==> src/rtl/sap1_ram.sv <==
// SAP-1 16x8 program/data RAM: combinational W-bus read and a debounced manual write in program mode.
// Define SAP1_RAM_PRELOAD_EN to have CLR load the demo program instead of zeros.
module sap1_ram #(
    parameter int unsigned DATA_W          = 8,
    parameter int unsigned ADDR_W          = 4,
    parameter int unsigned DEBOUNCE_CYCLES = 4
) (
    input  logic              CLK,
    input  logic              CLR,
    input  logic [ADDR_W-1:0] ADDR,
    input  logic [DATA_W-1:0] D,
    input  logic              WR_BTN,
    input  logic              PROG,
    input  logic              CE,
    output logic [DATA_W-1:0] W_BUS,
    output logic              WR_BUSY,
    output logic              WR_DONE
);

    localparam int DEPTH = int'(2 ** ADDR_W);
    localparam int CNT_W = $clog2(DEBOUNCE_CYCLES + 1);
    localparam logic [CNT_W-1:0] CNT_MAX = CNT_W'(DEBOUNCE_CYCLES);

    typedef enum logic [1:0] {StIdle, StDebounce, StWrite, StRelease} state_e;

    state_e             state_q, state_d;
    logic [CNT_W-1:0]   cnt_q, cnt_d;
    logic               b_s1, b_s;
    logic [DATA_W-1:0]  mem_q [DEPTH];

`ifdef SAP1_RAM_PRELOAD_EN
    if (DATA_W != 8 || ADDR_W != 4) begin : g_bad_preload
        $error("SAP1_RAM_PRELOAD_EN requires DATA_W=8 and ADDR_W=4");
    end

    function automatic logic [DATA_W-1:0] init_word(input logic [ADDR_W-1:0] a);
        case (a)
            4'h0:    return DATA_W'(8'h09);
            4'h1:    return DATA_W'(8'h1A);
            4'h2:    return DATA_W'(8'h1B);
            4'h3:    return DATA_W'(8'h2C);
            4'h4:    return DATA_W'(8'hE0);
            4'h5:    return DATA_W'(8'hF0);
            4'h9:    return DATA_W'(8'h01);
            4'hA:    return DATA_W'(8'h02);
            4'hB:    return DATA_W'(8'h03);
            4'hC:    return DATA_W'(8'h04);
            default: return '0;
        endcase
    endfunction
`endif

    // Raw button is asynchronous to CLK; only b_s is used downstream.
    always_ff @(posedge CLK or posedge CLR) begin
        if (CLR) begin
            b_s1 <= 1'b0;
            b_s  <= 1'b0;
        end else begin
            b_s1 <= WR_BTN;
            b_s  <= b_s1;
        end
    end

    always_ff @(posedge CLK or posedge CLR) begin
        if (CLR) begin
            state_q <= StIdle;
            cnt_q   <= '0;
        end else begin
            state_q <= state_d;
            cnt_q   <= cnt_d;
        end
    end

    always_comb begin
        state_d = state_q;
        cnt_d   = cnt_q;
        unique case (state_q)
            StIdle: begin
                if (b_s && PROG) begin
                    state_d = StDebounce;
                    cnt_d   = CNT_W'(1);
                end
            end
            StDebounce: begin
                if (!b_s || !PROG) begin
                    state_d = StIdle;
                end else if (cnt_q == CNT_MAX) begin
                    state_d = StWrite;
                end else begin
                    cnt_d = cnt_q + 1'b1;
                end
            end
            // Commit is already decided here, so PROG is not re-checked.
            StWrite: state_d = StRelease;
            StRelease: begin
                if (!b_s) begin
                    state_d = StIdle;
                end
            end
            default: state_d = StIdle;
        endcase
    end

    always_ff @(posedge CLK or posedge CLR) begin
        if (CLR) begin
            for (int i = 0; i < DEPTH; i++) begin
`ifdef SAP1_RAM_PRELOAD_EN
                mem_q[i] <= init_word(ADDR_W'(i));
`else
                mem_q[i] <= '0;
`endif
            end
        end else if (state_q == StWrite) begin
            mem_q[ADDR] <= D;
        end
    end

    assign W_BUS   = CE ? mem_q[ADDR] : '0;
    assign WR_BUSY = (state_q != StIdle);
    assign WR_DONE = (state_q == StWrite);

endmodule

==> config.mk <==
export PLATFORM = sky130hd
export DESIGN_NAME = sap1_ram
export DESIGN_NICKNAME = d
export VERILOG_FILES = /design/src/rtl/sap1_ram.sv
export SDC_FILE = /design/constraint.sdc
export NUM_CORES = 1
export LEC_CHECK = 0
export CAP_MARGIN = 40
export CORE_ASPECT_RATIO = 0.75
export CORE_MARGIN = 2
export CORE_UTILIZATION = 55
export CTS_CLUSTER_DIAMETER = 40
export DETAILED_ROUTE_END_ITERATION = 10
export PLACE_DENSITY = 0.73
export SYNTH_ARGS = -nofsm -noshare
export SYNTH_HDL_FRONTEND = slang
export SYNTH_SLANG_ARGS = --single-unit
==> constraint.sdc <==
create_clock -name CLK -period 9 [get_ports CLK]
set_input_delay 2.25 -clock CLK [delete_from_list [all_inputs] [get_ports CLK]]
set_output_delay 2.25 -clock CLK [all_outputs]
set_load 0.02 [all_outputs]
==> results of run 1 <==
power by group:
part	internal, mW	switching [mW]
clock	0.399	0.246
sequential	0.625	0.0110
combinational	0.0452	0.0613
total	1.07	0.319
per-stage QoR:
step,cell area [µm²],setup slack [ns]
after floorplan,6330,3.12
after global placement,6640,1.79
after detailed placement,6700,1.69
after CTS,7250,1.67
after global routing,7250,1.44
final,7250,1.71
sequential cells by signal, indices dropped and copies added, names as in the netlist, named ones only:
name	cells
state_q	1
b_s1	1
mem_q	128
b_s	1
cnt_q	3
cell usage after synthesis:
| cell | number | area (µm²) |
|---|---|---|
| a41oi_1 | 1 | 8.76 |
| nand2b_4 | 1 | 13.8 |
| inv_1 | 5 | 18.8 |
| and3_1 | 1 | 6.26 |
| mux2_1 | 1 | 11.3 |
| nand2_2 | 3 | 18.8 |
| nor4_4 | 2 | 42.5 |
| a22oi_1 | 8 | 60.1 |
| buf_2 | 9 | 45.0 |
| and3_4 | 2 | 22.5 |
| nand3b_1 | 1 | 7.51 |
| nand2b_1 | 9 | 56.3 |
| a221oi_1 | 8 | 70.1 |
| mux2i_1 | 32 | 320 |
| inv_4 | 1 | 6.26 |
| dfrtp_1 | 135 | 3380 |
| mux2_4 | 8 | 120 |
| nor2b_1 | 6 | 37.5 |
| nor3_2 | 1 | 10.0 |
| buf_6 | 2 | 22.5 |
| nor3_1 | 1 | 5.00 |
| a21oi_1 | 7 | 35.0 |
| mux2_2 | 119 | 1340 |
| nor2_2 | 1 | 6.26 |
| buf_4 | 4 | 30.0 |
| o21ai_0 | 9 | 45.0 |
| mux4_2 | 16 | 360 |
| and2_1 | 1 | 6.26 |
| buf_1 | 2 | 7.51 |
| or2_2 | 1 | 6.26 |
| nor2_1 | 3 | 11.3 |
| clkbuf_1 | 11 | 41.3 |
| a22o_1 | 1 | 8.76 |
| nand2_1 | 19 | 71.3 |
| ha_1 | 2 | 25.0 |
| nand4_1 | 1 | 6.26 |
| nand3_1 | 10 | 50.1 |
final cells by class:
class / count / area (µm²) / area share, %
inverter: 6 / 27.5 / 0.380
clock buffer: 23 / 478 / 6.59
timing repair buffer: 31 / 335 / 4.62
multi-input combinational: 275 / 2780 / 38.4
clock inverter: 9 / 75.1 / 1.04
tap: 140 / 175 / 2.42
sequential: 135 / 3380 / 46.6
metal layers:
metal / global-route usage, % / vias up / part of all wire [%]
met1: 34.8 / 1985 / 46
met5: 0 / - / 0
li1: - / 1667 / -
met4: 7.61 / 0 / 1.5
met3: 5.81 / 19 / 3.7
met2: 38.4 / 74 / 49
kinds of logic (layout without fill, tap and decap cells):
family | after synthesis | after routing
buf+inv | 34 | 69
compound gates | 34 | 34
flops | 135 | 135
fa+ha+maj | 2 | 2
mux | 176 | 176
simple gates | 63 | 63
worst max-delay path: stages:
cell and delay, ns:
clkdlybuf4s50_1 0.85, nor2_1 0.95, a22oi_1 0.23, nand3_1 0.15
nand2_1 0.07, clkdlybuf4s50_1 0.54
worst max-delay path by stage:
| stage | slack, ns | from | cells past startpoint | end |
|---|---|---|---|---|
| after floorplan | 3.12 | ADDR[1] | 5 | W_BUS[0] |
| after global placement | 1.79 | ADDR[0] | 6 | W_BUS[6] |
| after detailed placement | 1.69 | ADDR[0] | 6 | W_BUS[2] |
| after CTS | 1.67 | ADDR[0] | 6 | W_BUS[2] |
| after global routing | 1.44 | ADDR[0] | 6 | W_BUS[5] |
| final | 1.71 | ADDR[0] | 6 | W_BUS[5] |
==> impl_metrics.env, run 1 <==
export IMPL_yosys_area_share_simple_pct=5.97
export IMPL_post_cts_buffers=0
export IMPL_rsz0062_at_grt="false"
export IMPL_tightest_slew_ns=0.959
export IMPL_area_growth_pct=14.5
export IMPL_cts_buffer_depth=2
export IMPL_fin_crit_ns=7.29
export IMPL_syn_avg_cell_area_um2=14.3
export IMPL_ant_nets=0
export IMPL_pin_count=27
export IMPL_status="complete, no violations"
export IMPL_dr_pass1_iters=4
export IMPL_place_gp_congestion=0.936
export IMPL_yosysSeqAreaShare_pct=53.3
export IMPL_num_vias=3745
export IMPL_core_area_mm2=0.0111
export IMPL_max_cap_violations=0
export IMPL_hp_start="b_s1"
export IMPL_clockRootBuffer="clkbuf_16"
export IMPL_fmaxAchievable_ghz=0.137
export IMPL_required_ns=6.75
export IMPL_final_cell_mix="dfrtp_1 (135), mux2_2 (119), mux2i_1 (32), clkdlybuf4s50_1 (25), nand2_1 (19)"
export IMPL_initial_utilization_pct=57.2
export IMPL_syn_nets=463
export IMPL_hold_violations=0
export IMPL_avgViaCountPerCell=6.05
export IMPL_end_kind="output pin"
export IMPL_drc=0
export IMPL_fp_dieH_um=96.9
export IMPL_die_width_um=128
export IMPL_htreeDepth=4
export IMPL_nFillCells=823
export IMPL_cts_tree="done"
export IMPL_path_class="in2out"
export IMPL_grt_max_degree=67
export IMPL_synthMuxAreaShare_pct=34.0
export IMPL_clk_pin_slew_ns=0.06
export IMPL_antenna_found_initial=0
export IMPL_fin_setup_tns_ns=0
export IMPL_p_total_mw=1.39
export IMPL_gr_total_overflow=0
export IMPL_post_layout_nonfiller_instances=619
export IMPL_skew_ns=0.00693
export IMPL_io_buffers=26
export IMPL_start_kind="input port"
export IMPL_regToRegSetupSlack_ns=6.76
export IMPL_synth_seq_cells=135
export IMPL_hold_end="b_s"
export IMPL_grt_pass1_wl_mm=22.8
export IMPL_r2r_cells=6
export IMPL_fin_nets=485
export IMPL_hp_class="reg2reg"
export IMPL_maxSlewHeadroom_pct=35.9
export IMPL_holdBufCountCts=0
export IMPL_hold_depth=0
export IMPL_yosys_warnings=0
export IMPL_cts_buffers=17
export IMPL_routed_wl_mm=14.0
export IMPL_track_usage_pct=24.7
export IMPL_syn_inst=444
export IMPL_path_max_fanout=16
export IMPL_utilization_pct=65.5
export IMPL_hpwl_mm=9.34
export IMPL_hold_slack_ns=0.352
export IMPL_core_rowCount=33
export IMPL_drtIter0Drc=298
export IMPL_p_leak_nw=3.55
export IMPL_synth_top_family_by_area="multiplexers"
export IMPL_arrival_ns=5.04
export IMPL_final_common_cell="dfrtp_1"
export IMPL_synth_xor_area_share_pct=0
export IMPL_first_global_vias=4029
export IMPL_drive_above_1_share_pct=39.9
export IMPL_r2r_start="state_q[0]"
export IMPL_syn_cell_area_mm2=0.00633
export IMPL_diodes=0
export IMPL_synthDistinctLibCells=37
export IMPL_clkLatencyLatePin_ns=0.41
export IMPL_power_density_mw_per_mm2=191
export IMPL_setup_viol=0
export IMPL_cts_resized=0
export IMPL_wl_per_cell_um=22.7
export IMPL_synth_fa_ha_area_share_pct=0.395
export IMPL_rr_endpoint="mem_q[67]"
export IMPL_place_inst=587
export IMPL_die_area_mm2=0.0124
export IMPL_synth_compound_area_share_pct=3.60
export IMPL_fin_crit_sh_pct=81.0
export IMPL_clkSinkCount=135
export IMPL_slew_viol_final=0
export IMPL_ir_drop_mv=0.143
Power figures use the tool's default switching activity.
==> inputs of run 2 (changes only) <==
clock period = 7.15 ns   (was 9 ns; I/O delays follow)
==> run 2 against run 1 <==
Against the previous run:
- register-to-register slack got worse by 1.8 ns
- critical path depth grew 1
- non-clock buffer count rose by 2
- worst setup slack lost 0.62 ns
- global-route usage about the same
- clock skew shrank 0.0022 ns
- flip-flop and latch count is the same
- highest routed layer unchanged
==> impl_metrics.env, run 2 (synthesis results as in run 1) <==
export IMPL_drc=0
export IMPL_drtIter0Drc=215
export IMPL_wl_per_cell_um=22.9
export IMPL_required_ns=5.36
export IMPL_hold_violations=0
export IMPL_maxSlewHeadroom_pct=46.2
export IMPL_holdBufCountCts=0
export IMPL_fp_dieH_um=96.9
export IMPL_fin_nets=487
export IMPL_clockRootBuffer="clkbuf_16"
export IMPL_ir_drop_mv=0.194
export IMPL_first_global_vias=3917
export IMPL_cts_tree="done"
export IMPL_pin_count=27
export IMPL_path_class="in2out"
export IMPL_power_density_mw_per_mm2=242
export IMPL_fin_area_mm2=0.00727
export IMPL_track_usage_pct=24.6
export IMPL_end_kind="output pin"
export IMPL_p_total_mw=1.76
export IMPL_place_gp_congestion=0.852
export IMPL_grt_pass1_wl_mm=22.5
export IMPL_start_kind="input port"
export IMPL_fin_crit_sh_pct=84.8
export IMPL_cts_buffer_depth=2
export IMPL_avgViaCountPerCell=6.17
export IMPL_nFillCells=807
export IMPL_multi_input_area_mm2=0.00278
export IMPL_skew_ns=0.00478
export IMPL_core_area_mm2=0.0111
export IMPL_ant_nets=0
export IMPL_die_area_mm2=0.0124
export IMPL_reg_top3="mem_q x128, cnt_q x3"
export IMPL_cts_buffers=17
export IMPL_area_sequential_mm2=0.00338
export IMPL_slew_viol_final=0
export IMPL_max_cap_violations=0
export IMPL_final_cell_mix="dfrtp_1 (135), mux2_2 (119), mux2i_1 (32), clkdlybuf4s50_1 (25), nand2_1 (19)"
export IMPL_htreeDepth=4
export IMPL_die_width_um=128
export IMPL_hpwl_mm=9.39
export IMPL_initial_utilization_pct=57.2
export IMPL_io_buffers=26
export IMPL_fmaxAchievable_ghz=0.165
export IMPL_rsz0062_at_grt="false"
export IMPL_clkSinkCount=135
export IMPL_path_max_fanout=11
export IMPL_num_vias=3833
export IMPL_status="complete, no violations"
export IMPL_place_area_mm2=0.00671
export IMPL_arrival_ns=4.27
export IMPL_fin_setup_tns_ns=0
export IMPL_diodes=0
export IMPL_area_growth_pct=14.8
export IMPL_hp_class="reg2reg"
export IMPL_clk_pin_slew_ns=0.06
export IMPL_post_cts_buffers=0
export IMPL_dr_pass1_iters=4
export IMPL_drive_above_1_share_pct=40.1
export IMPL_core_rowCount=33
export IMPL_final_common_cell="dfrtp_1"
export IMPL_grt_max_degree=70
export IMPL_tightest_slew_ns=0.804
export IMPL_cts_resized=0
export IMPL_largest_reg_flops=128
export IMPL_clkLatencyLatePin_ns=0.42
export IMPL_antenna_found_initial=0
export IMPL_regMostFlops="mem_q"
export IMPL_gr_total_overflow=0
export IMPL_fin_crit_ns=6.06
export IMPL_p_leak_nw=3.56
export IMPL_routed_wl_mm=14.2
export IMPL_setup_viol=0
==> run 2: cell count changes in the layout (fill, tap and decap cells not counted), sizes merged <==
cell / previous run / this run
buf: 6 / 8
==> run 2: final timing paths <==
path / from / end / slack, ns / cells past startpoint
max: ADDR[0] / W_BUS[5] / 1.09 / 7
min reg2reg: b_s1 / b_s / 0.35 / 0
min in group asynchronous: CLR / mem_q[66] / 1.65 / 2
max in group asynchronous: CLR / mem_q[49] / 4.21 / 4
min: b_s1 / b_s / 0.35 / 0
max reg2reg: state_q[0] / mem_q[33] / 4.99 / 5
==> run 2: area by class of cell <==
class                      count  area share (%)
clock buffer                  23            6.58
inverter                       6           0.379
multi-input combinational    275            38.3
timing repair buffer          33            4.82
clock inverter                 9            1.03
tap                          140            2.41
sequential                   135            46.5
==> run 2: power by group <==
part / switching, mW / internal, mW / leakage, nW
Sequential: 0.0139 / 0.787 / 1.87
Clock: 0.318 / 0.501 / 0.272
Combinational: 0.0782 / 0.0574 / 1.42
==> run 2: per-layer routing <==
metal	vias to the layer above	track usage [%]	routed length (µm)
met5	-	0	0
met4	0	8.20	150
met3	14	5.20	541
met2	88	37.5	6940
met1	2058	35.6	6560
li1	1673	-	-
==> run 2: worst max-delay path, stage by stage <==
cell	delay, ns
clkdlybuf4s50_1	0.80
buf_4	0.27
mux4_2	0.50
nand2b_1	0.20
nand3_1	0.11
nand2_1	0.07
clkdlybuf4s50_1	0.54
==> run 2: per-stage QoR <==
step / instances / setup slack [ns] / hold WS [ns] / utilization [%]
after floorplan: 444 / 1.75 / 0.331 / -
after global placement: 585 / 1.10 / 0.338 / 60.0
after detailed placement: 588 / 0.993 / 0.343 / 60.6
after CTS: 620 / 0.985 / 0.357 / 65.6
after global routing: 621 / 0.996 / 0.379 / 65.7
final: 621 / 1.09 / 0.355 / 65.7
